[src/rtl/pipe_ctrl.sv]
// pipe_ctrl: pipeline stall/flush controller for the five-stage core.
// Merges the ID load-use stall, EX multi-cycle sequencing (MADD/MSUB, DIV)
// and the exception flush into one per-stage stall vector. It owns the
// multi-cycle step counter.
//
// Ports:
//   clk, rst          clock (rising edge), asynchronous active-low reset
//   stallreq_id_i     load-use hazard from ID (level)
//   ex_mc_start_i     EX requests a multi-cycle op
//   ex_mc_type_i      2'b01 MADD/MSUB, 2'b10 DIV, other codes ignored
//   ex_mc_cancel_i    abort the running multi-cycle op
//   flush_req_i       exception/flush request from MEM
//   stall_o           {WB, MEM, EX, ID, IF, PC} stall enables
//   flush_o           flush all pipeline registers this cycle
//   ex_mc_cnt_o       current multi-cycle step (0 in IDLE)
//   ex_mc_done_o      final cycle of a multi-cycle op
//   busy_o            a multi-cycle op is running
//   stall_cnt_o       saturating count of stalled cycles
module pipe_ctrl #(
  parameter int unsigned MADD_CYCLES = 2,
  parameter int unsigned DIV_CYCLES  = 34,
  parameter int unsigned CNT_W       = 6
) (
  input  logic             clk,
  input  logic             rst,
  input  logic             stallreq_id_i,
  input  logic             ex_mc_start_i,
  input  logic [1:0]       ex_mc_type_i,
  input  logic             ex_mc_cancel_i,
  input  logic             flush_req_i,
  output logic [5:0]       stall_o,
  output logic             flush_o,
  output logic [CNT_W-1:0] ex_mc_cnt_o,
  output logic             ex_mc_done_o,
  output logic             busy_o,
  output logic [15:0]      stall_cnt_o
);

  localparam logic [5:0] StallEx   = 6'b001111;
  localparam logic [5:0] StallId   = 6'b000111;
  localparam logic [5:0] StallNone = 6'b000000;

  typedef enum logic [0:0] {StIdle, StRun} state_e;

  state_e           state_q;
  logic [CNT_W-1:0] cnt_q;
  logic [1:0]       type_q;
  logic [15:0]      stall_cnt_q;

  logic             start_ok;
  logic             in_run;
  logic             at_last;
  logic             ex_stall;
  logic [CNT_W-1:0] n_last;

  // Last step index (N-1) of the op latched in type_q.
  always_comb begin
    n_last = CNT_W'(MADD_CYCLES - 1);
    if (type_q == 2'b10) begin
      n_last = CNT_W'(DIV_CYCLES - 1);
    end
  end

  always_comb begin
    in_run   = (state_q == StRun);
    start_ok = (state_q == StIdle) && ex_mc_start_i &&
               ((ex_mc_type_i == 2'b01) || (ex_mc_type_i == 2'b10));
    at_last  = in_run && (cnt_q == n_last);
    // Cancel drops the EX stall in the same cycle it is seen.
    ex_stall = start_ok || (in_run && !at_last && !ex_mc_cancel_i);
  end

  // Outputs are combinational and forced low while reset is held.
  always_comb begin
    stall_o      = StallNone;
    flush_o      = 1'b0;
    ex_mc_cnt_o  = '0;
    ex_mc_done_o = 1'b0;
    busy_o       = 1'b0;
    stall_cnt_o  = stall_cnt_q;
    if (rst) begin
      if (flush_req_i) begin
        flush_o = 1'b1;
      end else if (ex_stall) begin
        stall_o = StallEx;
      end else if (stallreq_id_i) begin
        stall_o = StallId;
      end
      // An abandoned op (cancel or flush) never reports done.
      ex_mc_done_o = at_last && !ex_mc_cancel_i && !flush_req_i;
      busy_o       = in_run;
      ex_mc_cnt_o  = in_run ? cnt_q : '0;
    end else begin
      stall_cnt_o = '0;
    end
  end

  always_ff @(posedge clk or negedge rst) begin
    if (!rst) begin
      state_q     <= StIdle;
      cnt_q       <= '0;
      type_q      <= 2'b00;
      stall_cnt_q <= 16'h0000;
    end else begin
      if ((stall_o != StallNone) && (stall_cnt_q != 16'hFFFF)) begin
        stall_cnt_q <= stall_cnt_q + 16'd1;
      end
      if (flush_req_i) begin
        state_q <= StIdle;
        cnt_q   <= '0;
      end else begin
        unique case (state_q)
          StIdle: begin
            if (start_ok) begin
              state_q <= StRun;
              type_q  <= ex_mc_type_i;
              cnt_q   <= CNT_W'(1);
            end
          end
          StRun: begin
            if (ex_mc_cancel_i || at_last) begin
              state_q <= StIdle;
              cnt_q   <= '0;
            end else begin
              cnt_q <= cnt_q + CNT_W'(1);
            end
          end
          default: begin
            state_q <= StIdle;
            cnt_q   <= '0;
          end
        endcase
      end
    end
  end

endmodule

[config.mk]
export PLATFORM = sky130hd
export DESIGN_NAME = pipe_ctrl
export DESIGN_NICKNAME = d
export VERILOG_FILES = /design/src/rtl/pipe_ctrl.sv
export SDC_FILE = /design/constraint.sdc
export NUM_CORES = 1
export LEC_CHECK = 0
export CAP_MARGIN = 20
export CORE_ASPECT_RATIO = 0.5
export CORE_MARGIN = 3
export CORE_UTILIZATION = 41
export DETAILED_ROUTE_END_ITERATION = 7
export MAX_ROUTING_LAYER = met4
export PLACE_DENSITY = 0.69
export SLEW_MARGIN = 15
export SYNTH_ARGS = -nofsm -noshare
export SYNTH_HDL_FRONTEND = slang
export SYNTH_SLANG_ARGS = --single-unit
[constraint.sdc]
create_clock -name clk -period 3.6 [get_ports clk]
set_input_delay 0.54 -clock clk [delete_from_list [all_inputs] [get_ports clk]]
set_output_delay 0.54 -clock clk [all_outputs]
set_load 0.02 [all_outputs]
==> impl_results.md <==
* Status: complete, no violations
* Seq/Total Area, Yosys at 0.411
* Pwr/cell area at 362 nW/um^2
* Adder-cell share of the synthesized area at 0.0246
* Fin util at 0.597
* CTS Hold Bufs at 0
* Maximum root-to-sink buffer count at 2
* Post-DRT Antenna Nets at 0
* Initial Util at 0.468
* Initial antenna violation count at 0
* Boundary pin count at 39
* Synthesized area at 1520 sq um
* Setup TNS at 0 ps
* Layout Nets at 204
* Chip height at 49.1 microns
* Setup Viol. Count Final at 0
* Critical path class: input port to primary output
* Clock slew at reported path FFs at 90 ps
* Final WL at 3060 microns
* Via count at 1,167
* Yosys cell types at 39
* N_diodes at 0
* Initial drt markers at 36
* Routed vias/inst at 4.86
* Avg Cell Area, Syn at 9.58 sq um
* Root Driver: clkbuf_8
* Max Cap Viol at 0
* Crit share post-route at 0.845
* R2R Setup Slk at 1790 ps
* Total global routing overflow at 0
* Predominant post-synthesis flop cell: dfrtp_1
* CTS tree: built
* Arrival @ worst endpoint at 2500 ps
* Total track usage at 0.150
* #FFs+latches synth at 25
* First-pass detailed-route iteration total at 4
* Simple-gate share of the synthesized area at 0.337
* Main combinational cell family by area after synthesis: simple AND/OR/NAND/NOR gates
* Unrepaired setup endpoints after global routing: no
* Placed cell areas at 1900 sq um
* Final instance area at 1940 sq um
* Core Box Area at 3260 sq um
* Drt wl/cell at 12.7 microns
* Final Hold Viols at 0
* Hold Crit Start: stall_cnt_q[5]$_DFFE_PN0P_
* Required time worst endpoint at 3060 ps
* Mapped Cells at 159
* Hold WC Path Type: flop to flop
* # DRC at 0
* First-pass GRT wire length at 5290 microns
* Final Skew at 5.36 ps
* Fin. max-slew vios at 0
* Post_cts resized at 0
* Ys async rst share at 1.00
* Number of global-route vias before repair at 1,053
* Mux cell area share after synthesis at 0.00739
* Hold Path Stages at 1
* Chip Width at 92.2 microns
* Peak supply drop at 0.261 mV
* Reg2reg end: stall_cnt_q[13]$_DFFE_PN0P_
* DIE AREA at 4530 sq um
* Post-DP HPWL at 2250 microns
* YS warnings at 0
* Origin of the critical flop-to-flop path: in_run$_DFF_PN0_
* Layout cells sized above 1 at 0.0885
* CTS HTree Levels at 1
* Crit-path max FO at 11
* Port-buffer cells at 36
* Peak Freq at 0.329 GHz
* Postcts setup bufs at 0
* Synth Area in XOR/XNOR at 0.114
* Later-pin clock latency in the skew report at 270 ps
* Number of synthesized flops with an enable pin at 0
* Critical Path End Type: primary output
* CTS buffer count at 3
* Startpoint Class: input port
* Area grow syn2layout at 27.6%
* R2R depth at 5
* Tmin final at 3040 ps
* Placer Congestion at 0.739
* Hold path endpoint: stall_cnt_q[5]$_DFFE_PN0P_
* Compound-cell area share of the yosys netlist at 0.0616
* Row count at 14
* Leakage at 0.850 nW
* Pin count of the biggest net entering global routing at 50
* Clock sink count at 25
[power breakdown]
group / switching [W] / internal (W)
registers: 0.0000385 / 0.000316
clock network: 0.0000924 / 0.0000776
logic: 0.0000891 / 0.0000900
total: 0.000220 / 0.000483
[synth_stat cells, drive strengths merged (2+ instances only)]
cell type | instances | area share
nand4 | 8 | 0.033
inv | 2 | 0.0049
nor2 | 18 | 0.044
nand3 | 3 | 0.0098
and4 | 2 | 0.011
nand2 | 15 | 0.037
buf | 6 | 0.030
nor3 | 2 | 0.0098
dfrtp | 25 | 0.41
or2 | 2 | 0.0099
and2 | 18 | 0.074
and3 | 9 | 0.037
xor2 | 8 | 0.046
a21oi | 3 | 0.0098
xnor2 | 11 | 0.068
nor2b | 5 | 0.021
ha | 3 | 0.025
o211a | 2 | 0.013
clkbuf | 3 | 0.0074
[final cells by class]
type	instances	area, sq um
Inverter	2	7.51
Sequential cell	25	626
Multi-Input combinational cell	124	837
Clock inverter	1	5.00
Clock buffer	3	41.3
Timing Repair Buffer	37	368
Fill cell	298	1310
Tap cell	48	60.1
[layout by cell type, fill, tap and decap left out, types with 2 or more instances in the layout]
cell type | synthesis | layout
and3_1 | 9 | 9
xnor2_1 | 10 | 10
nand3_1 | 3 | 3
nand2_1 | 15 | 15
a21oi_1 | 3 | 3
dfrtp_1 | 25 | 25
inv_1 | 2 | 2
and4_1 | 2 | 2
clkbuf_8 | 0 | 3
nor2b_1 | 5 | 5
nor2_1 | 18 | 18
and2_1 | 18 | 18
clkdlybuf4s50_1 | 0 | 36
conb_1 | 1 | 2
xor2_1 | 8 | 8
ha_1 | 3 | 3
nand4_1 | 8 | 8
[logic make-up (layout without fill, tap and decap cells)]
logic type / Yosys count / count (layout)
adders and majority gates: 3 / 3
xor gates and xnor gates: 19 / 19
and+or+nand+nor: 87 / 87
muxes: 1 / 1
buffers and inverters: 11 / 43
other: 1 / 2
DFF: 25 / 25
AOI/OAI and AO/OA: 12 / 12
[sequential cells by signal (all words and copies together), names as in the netlist]
register	cells
stall_cnt_q	16
in_run	1
type_q	2
cnt_q	6
[metal layers]
layer  share of wire  routed length (microns)  vias to the layer above  track usage
met5               0                        0                        -            -
met4           0.015                       46                        0       0.0517
met3           0.029                       89                        4       0.0324
met2            0.45                     1380                       17        0.232
met1            0.50                     1540                      550        0.196
li1                -                        -                      596            -
[worst max-delay path, stage by stage]
cell and delay (ps):
clkdlybuf4s50_1 480, xnor2_2 180, nor3b_4 260, or2_4 190, o21a_2 220, clkdlybuf4s50_1 640
[through the flow]
stage | worst slack [ps] | power [W] | std cells | hold WS, ps
floorplan | 1550 | 0.000473 | 160 | 244
CTS | 551 | 0.000713 | 240 | 502
finish | 559 | 0.000703 | 240 | 506
detailed placement | 567 | 0.000542 | 236 | 490
global placement | 591 | 0.000537 | 236 | 478
global route | 447 | 0.000750 | 240 | 524
[worst max path at each step]
stage,end,slack [ps],start
after floorplan,stall_o[1],1550,ex_mc_type_i[1]
after global placement,stall_o[1],590,ex_mc_type_i[0]
after detailed placement,stall_o[2],570,ex_mc_type_i[0]
after CTS,stall_o[2],550,ex_mc_type_i[0]
after global routing,stall_o[0],450,ex_mc_type_i[0]
final,stall_o[2],560,ex_mc_type_i[0]
Note: power is estimated with default switching activity, not from simulation.
